**config.mk**
```make
export PLATFORM = sky130hd
export DESIGN_NAME = see_campaign_ctrl
export DESIGN_NICKNAME = d
export VERILOG_FILES = /design/src/rtl/see_pkg.sv /design/src/rtl/see_settle_timer.sv /design/src/rtl/see_campaign_ctrl.sv
export SDC_FILE = /design/constraint.sdc
export NUM_CORES = 1
export LEC_CHECK = 0
export CELL_PAD_IN_SITES_DETAIL_PLACEMENT = 0
export CELL_PAD_IN_SITES_GLOBAL_PLACEMENT = 1
export CORE_MARGIN = 10
export CORE_UTILIZATION = 40
export DETAILED_ROUTE_END_ITERATION = 6
export PLACE_DENSITY = 0.9
export RECOVER_POWER = 50
export SETUP_SLACK_MARGIN = 0.02
export SLEW_MARGIN = 20
export SYNTH_ARGS = -nofsm -noshare
export SYNTH_HDL_FRONTEND = slang
export SYNTH_SLANG_ARGS = --single-unit
```
**constraint.sdc**
```tcl
create_clock -name clk -period 3.07 [get_ports clk]
set_input_delay 0.7675 -clock clk [delete_from_list [all_inputs] [get_ports clk]]
set_output_delay 0.7675 -clock clk [all_outputs]
set_load 0.01 [all_outputs]
```
**src/rtl/see_pkg.sv**
```systemverilog
// Shared types and default sizes for the SEE fault-campaign controller.
package see_pkg;

   localparam int SEE_IN_W       = 9;
   localparam int SEE_OUT_W      = 5;
   localparam int SEE_NUM_FAULTS = 49;
   localparam int SEE_FAULT_W    = 6;

   typedef enum logic [2:0] {
      IDLE,
      APPLY,
      SETTLE,
      SAMPLE,
      REPORT,
      NEXT,
      FIN
   } see_state_t;

   typedef struct packed {
      logic [SEE_IN_W-1:0]    vec;
      logic [SEE_FAULT_W-1:0] fault;
      logic [SEE_OUT_W-1:0]   mask;
   } see_rec_t;

endpackage

```
**src/rtl/see_settle_timer.sv**
```systemverilog
// Loadable down-counter that stops at zero; zero flag tells the FSM the netlist has settled.
module see_settle_timer #(
   parameter int W = 4
) (
   input  logic         clk,
   input  logic         rst,
   input  logic         load,
   input  logic [W-1:0] load_val,
   input  logic         dec,
   output logic         zero
);

   logic [W-1:0] cnt_reg;

   always_ff @(posedge clk or posedge rst) begin
      if (rst) begin
         cnt_reg <= '0;
      end else if (load) begin
         cnt_reg <= load_val;
      end else if (dec && (cnt_reg != '0)) begin
         cnt_reg <= cnt_reg - W'(1);
      end
   end

   assign zero = (cnt_reg == '0);

endmodule

```
**src/rtl/see_campaign_ctrl.sv**
```systemverilog
// Exhaustive SEE campaign driver: walks every (fault, vector) pair, compares the golden and
// faulty netlist copies after a settle delay and emits one record per mismatching pair.
module see_campaign_ctrl
   import see_pkg::*;
#(
   parameter int IN_W       = SEE_IN_W,
   parameter int OUT_W      = SEE_OUT_W,
   parameter int NUM_FAULTS = SEE_NUM_FAULTS,
   parameter int FAULT_W    = SEE_FAULT_W,
   parameter int SETTLE_CYC = 2,
   parameter int CNT_W      = 16
) (
   input  logic               clk,
   input  logic               rst,
   input  logic               start,
   output logic [IN_W-1:0]    stim,
   output logic               fault_en,
   output logic [FAULT_W-1:0] fault_idx,
   input  logic [OUT_W-1:0]   gold_q,
   input  logic [OUT_W-1:0]   fault_q,
   output logic               rec_valid,
   input  logic               rec_ready,
   output logic [IN_W-1:0]    rec_vec,
   output logic [FAULT_W-1:0] rec_fault,
   output logic [OUT_W-1:0]   rec_mask,
   output logic [CNT_W-1:0]   err_cnt,
   output logic               busy,
   output logic               done
);

   localparam logic [FAULT_W-1:0] LAST_FAULT  = FAULT_W'(NUM_FAULTS - 1);
   localparam logic [3:0]         SETTLE_LOAD = 4'(SETTLE_CYC - 1);

   typedef struct packed {
      logic [IN_W-1:0]    vec;
      logic [FAULT_W-1:0] fault;
      logic [OUT_W-1:0]   mask;
   } rec_t;

   see_state_t         state_reg;
   logic [IN_W-1:0]    vec_reg;
   logic [FAULT_W-1:0] fault_reg;
   logic [IN_W-1:0]    stim_reg;
   logic [FAULT_W-1:0] fault_idx_reg;
   logic               fault_en_reg;
   rec_t               rec_reg;
   logic               rec_valid_reg;
   logic [CNT_W-1:0]   err_cnt_reg;
   logic               busy_reg;
   logic               done_reg;
   logic [OUT_W-1:0]   mask;
   logic               settle_zero;

   assign mask = gold_q ^ fault_q;

   see_settle_timer #(.W(4)) u_settle (
      .clk      (clk),
      .rst      (rst),
      .load     (state_reg == APPLY),
      .load_val (SETTLE_LOAD),
      .dec      (state_reg == SETTLE),
      .zero     (settle_zero)
   );

   always_ff @(posedge clk or posedge rst) begin
      if (rst) begin
         state_reg     <= IDLE;
         vec_reg       <= '0;
         fault_reg     <= '0;
         stim_reg      <= '0;
         fault_idx_reg <= '0;
         fault_en_reg  <= 1'b0;
         rec_reg       <= '0;
         rec_valid_reg <= 1'b0;
         err_cnt_reg   <= '0;
         busy_reg      <= 1'b0;
         done_reg      <= 1'b0;
      end else begin
         done_reg <= 1'b0;
         case (state_reg)
            IDLE: begin
               if (start) begin
                  err_cnt_reg <= '0;
                  vec_reg     <= '0;
                  fault_reg   <= '0;
                  busy_reg    <= 1'b1;
                  state_reg   <= APPLY;
               end
            end
            APPLY: begin
               stim_reg      <= vec_reg;
               fault_idx_reg <= fault_reg;
               fault_en_reg  <= 1'b1;
               state_reg     <= SETTLE;
            end
            SETTLE: begin
               if (settle_zero) begin
                  state_reg <= SAMPLE;
               end
            end
            SAMPLE: begin
               if (mask != '0) begin
                  // Counter sticks at all-ones but records keep flowing.
                  if (err_cnt_reg != '1) begin
                     err_cnt_reg <= err_cnt_reg + CNT_W'(1);
                  end
                  rec_reg       <= '{vec: stim_reg, fault: fault_idx_reg, mask: mask};
                  rec_valid_reg <= 1'b1;
                  state_reg     <= REPORT;
               end else begin
                  state_reg <= NEXT;
               end
            end
            REPORT: begin
               if (rec_ready) begin
                  rec_valid_reg <= 1'b0;
                  state_reg     <= NEXT;
               end
            end
            NEXT: begin
               if (vec_reg == '1) begin
                  vec_reg <= '0;
                  if (fault_reg == LAST_FAULT) begin
                     state_reg <= FIN;
                  end else begin
                     fault_reg <= fault_reg + FAULT_W'(1);
                     state_reg <= APPLY;
                  end
               end else begin
                  vec_reg   <= vec_reg + IN_W'(1);
                  state_reg <= APPLY;
               end
            end
            FIN: begin
               fault_en_reg <= 1'b0;
               stim_reg     <= '0;
               busy_reg     <= 1'b0;
               done_reg     <= 1'b1;
               state_reg    <= IDLE;
            end
            default: state_reg <= IDLE;
         endcase
      end
   end

   assign stim      = stim_reg;
   assign fault_en  = fault_en_reg;
   assign fault_idx = fault_idx_reg;
   assign rec_valid = rec_valid_reg;
   assign rec_vec   = rec_reg.vec;
   assign rec_fault = rec_reg.fault;
   assign rec_mask  = rec_reg.mask;
   assign err_cnt   = err_cnt_reg;
   assign busy      = busy_reg;
   assign done      = done_reg;

endmodule
```
==> flow_metrics.py <==
metrics = {
    "synth": {
        "ys.flop_type": "dfrtp_1",
        "muxShareOfSynthArea": 0.0686,
        "synthAdderAreaFrac": 0.0208,
        "yosys.area.top_type": "dfrtp_1",
        "synthTopCellsByArea": "dfrtp_1 53%, mux2_2 6.9%, a21oi_1 3.2%, o21ai_0 2.9%, nand2_1 2.7%",
        "synth_edf_count": 0,
        "syn_nets": 355,
        "syn_inst": 335,
        "synth_top_family_by_area": "simple AND/OR/NAND/NOR gates",
        "synth_cell_types": 42,
        "synthXorXnorAreaFrac": 0.0315,
        "ys_ff_latch": 77,
        "synthArstFlopShare": 1.00,
        "seq_area_frac_synth": 0.533,
        "synth_compound_area_frac": 0.149,
        "synth.cell_area_um2": 3610,
        "synth_top_area_frac": 0.533,
        "synth-simple-area-share": 0.164,
        "yosysWarningCount": 0,
        "avgSynthCellArea_um2": 10.8,
    },
    "cells_and_area": {
        "instances_no_fill": 518,
        "drive_gt1_frac": 0.112,
        "post-route-util": 0.531,
        "area.growth.synth_to_final_pct": 28.7,
        "antenna_cells": 0,
        "largest_register_ffs": 16,
        "layout.nets": 425,
        "fillCellCount": 777,
    },
    "power": {
        "ir_drop_uv": 296,
        "clockPowerShare": 0.275,
        "p_total_uw": 3200,
        "sequentialPowerShare": 0.422,
        "p_sw_uw": 1100,
        "power.leakage_uw": 0.00200,
        "powerDensity_nw_per_um2": 689,
        "p_comb_frac": 0.303,
        "sw_frac_of_total": 0.343,
        "p_int_uw": 2100,
    },
    "sta": {
        "report.final.setup_viol": 0,
        "rsz0062_at_grt": "false",
        "hold_violations": 0,
        "fmax_mhz": 406,
        "final_max_slew_viol_count": 0,
        "hold_ws_ns": 0.491,
        "maxSlewHeadroom": 0.278,
        "layout_min_cycle_time_ns": 2.47,
        "period_share": 0.803,
        "setup_tns_ns": 0,
        "finalClockSkew_ns": 0.0103,
        "tightest_slew_ns": 1.08,
    },
    "grt": {
        "grt_pass1_vias": 2808,
        "grt_use_total": 0.131,
        "grt_pass1_wl_mm": 14.2,
        "grt_max_degree": 26,
        "grt-ovfl-total": 0,
        "antenna_found_initial": 0,
    },
    "die": {
        "core_area_um2": 8760,
        "pin_count": 69,
        "num_rows": 34,
        "die_w_um": 115,
        "initial_core_util": 0.412,
        "die_area_um2": 13200,
        "die_h_um": 115,
    },
    "setup_path": {
        "crit_type": "in -> reg",
        "crit_fanout": 25,
        "start_kind": "input port",
        "crit_family": "simple AND/OR/NAND/NOR gates",
        "end_kind": "flop",
        "reg2reg_from": "state_reg[0]$_DFFE_PP0P_",
        "endpoint": "err_cnt[5]$_DFFE_PP0P_",
        "timing.rr.end": "stim[6]$_DFFE_PP0P_",
        "r2r_cells": 5,
        "reg2reg_slack_ns": 0.63,
        "worst-path-stages": 6,
        "max_stage_delay_ns": 0.61,
        "crit_chain": "dlygate4sd3_1 -> nor4b_4 -> nor2_1 -> a31o_4 -> or4_1 -> a21oi_1",
        "path_buf_inv": 1,
        "cp_slowest_cell": "dlygate4sd3_1",
        "required_ns": 3.34,
        "crit_start": "start",
        "critical_path_arrival_ns": 2.74,
    },
    "clock_tree": {
        "clk_latency_ns": 0.35,
        "cts_buffer_depth": 2,
        "post-cts-setup-buffers": 0,
        "cts_buffers": 9,
        "cts_resized": 0,
        "cts_htree_levels": 3,
        "cts_tree": "built",
        "clock_tree.root_cell": "clkbuf_8",
        "hold_buffers": 0,
        "clk_pin_slew_ns": 0.08,
        "cts_sinks": 77,
    },
    "detailed_routing": {
        "viasPerCell": 5.47,
        "drt_first_pass_iters": 4,
        "drtIter0Drc": 88,
        "wl_per_cell_um": 16.8,
        "finalWirelength_mm": 8.70,
        "route.detailed.drc": 0,
        "dr_total_vias": 2836,
        "drtAntennaViolNets": 0,
    },
    "run": {
        "max_cap_viol_count": 0,
    },
    "placement": {
        "dp_hpwl_mm": 6.28,
        "place_congestion": 0.780,
        "dpl.cell_count": 502,
        "portBuffers": 68,
    },
    "run_status": {
        "run_status": "finished, final reports clean",
    },
    "hold_path": {
        "worstHoldPathType": "reg -> reg",
    },
}
-- layout make-up --
cell class	instances	area, µm²	share of cell area
clock inverter	6	93.8	0.0202
inverter	11	41.3	0.00888
tap	108	135	0.0291
clock buffer	10	138	0.0296
sequential	77	1930	0.414
timing repair buffer	75	747	0.161
multi-input combinational	231	1570	0.337
-- through the flow --
step | setup WS, ns | cell area [µm²]
global route | 0.395 | 4650
global placement | 0.417 | 4430
detailed placement | 0.343 | 4430
CTS | 0.695 | 4660
finish | 0.604 | 4650
floorplan | 0.336 | 3610
-- cells in the mapped netlist, drive strengths merged (2+ instances only) --
| library cell | instances |
|---|---|
| o31ai | 8 |
| clkbuf | 11 |
| mux2 | 22 |
| a21o | 2 |
| or4b | 2 |
| o41ai | 4 |
| nand4 | 5 |
| and2 | 3 |
| nand4b | 3 |
| nor2 | 23 |
| and3b | 2 |
| a22o | 11 |
| o21ai | 21 |
| and4 | 4 |
| nand2 | 26 |
| buf | 5 |
| inv | 11 |
| dfrtp | 77 |
| or4 | 9 |
| nand3 | 12 |
| o211ai | 3 |
| a31oi | 3 |
| xnor2 | 11 |
| xor2 | 2 |
| nor3b | 2 |
| a21oi | 24 |
| ha | 6 |
| and3 | 5 |
| nor3 | 5 |
| nand2b | 4 |
-- routing by layer --
metal / part of all wire / up-vias / GRT usage / wire, µm
li1: - / 1361 / - / -
met1: 0.43 / 1413 / 0.163 / 3710
met2: 0.49 / 53 / 0.208 / 4310
met3: 0.071 / 9 / 0.0464 / 615
met4: 0.0084 / 0 / 0.0396 / 73
met5: 0 / - / 0 / 0
-- kinds of logic (layout without fill, tap and decap cells) --
group                      count (synthesis)  count (layout)
DFF                                       77              77
xor gates and xnor gates                  13              13
and+or+nand+nor                          108             108
muxes                                     22              22
buffers and inverters                     27             102
AOI/OAI and AO/OA                         82              82
adders and majority gates                  6               6
-- how the worst min path moves through the flow --
stage                        startpoint                       end  cells after the start
2_1_floorplan    vec_reg[7]$_DFFE_PP0P_    vec_reg[7]$_DFFE_PP0P_                      1
3_3_place_gp           busy$_DFFE_PP0P_          busy$_DFFE_PP0P_                      2
3_5_place_dp           busy$_DFFE_PP0P_          busy$_DFFE_PP0P_                      2
4_1_cts                busy$_DFFE_PP0P_          busy$_DFFE_PP0P_                      2
5_1_grt        rec_fault[0]$_DFFE_PP0P_  rec_fault[0]$_DFFE_PP0P_                      1
6_report               busy$_DFFE_PP0P_          busy$_DFFE_PP0P_                      2
-- cell usage in the layout, fill, tap and decap left out, types with 4 or more instances in the layout --
cell type,instances
dfrtp_1,77
clkdlybuf4s50_1,63
nand2_1,26
a21oi_1,24
nor2_1,23
mux2_2,22
o21ai_0,21
nand3_1,12
xnor2_1,11
inv_1,11
a22o_1,11
clkbuf_8,10
or4_1,9
o31ai_1,8
ha_1,6
and3_1,5
nand4_1,5
dlygate4sd3_1,5
and4_1,4
o41ai_1,4
nand2b_1,4
nor3_1,4
-- worst register-to-register path: stages (launching register included) --
cell and delay (ns):
dfrtp_1 0.60, inv_1 0.16, nor3_2 0.17, clkbuf_1 0.74
nor2_1 0.37, a22o_1 0.28
-- power by group through the flow --
| stage | Sequential, µW | Combinational [µW] | Clock (µW) |
|---|---|---|---|
| global placement | 1360 | 977 | 0 |
| CTS | 1350 | 1010 | 902 |
| floorplan | 1350 | 618 | 0 |
| finish | 1350 | 970 | 881 |
| detailed placement | 1370 | 1000 | 0 |
| global route | 1380 | 1070 | 941 |
Note: power is estimated with default switching activity, not from simulation.
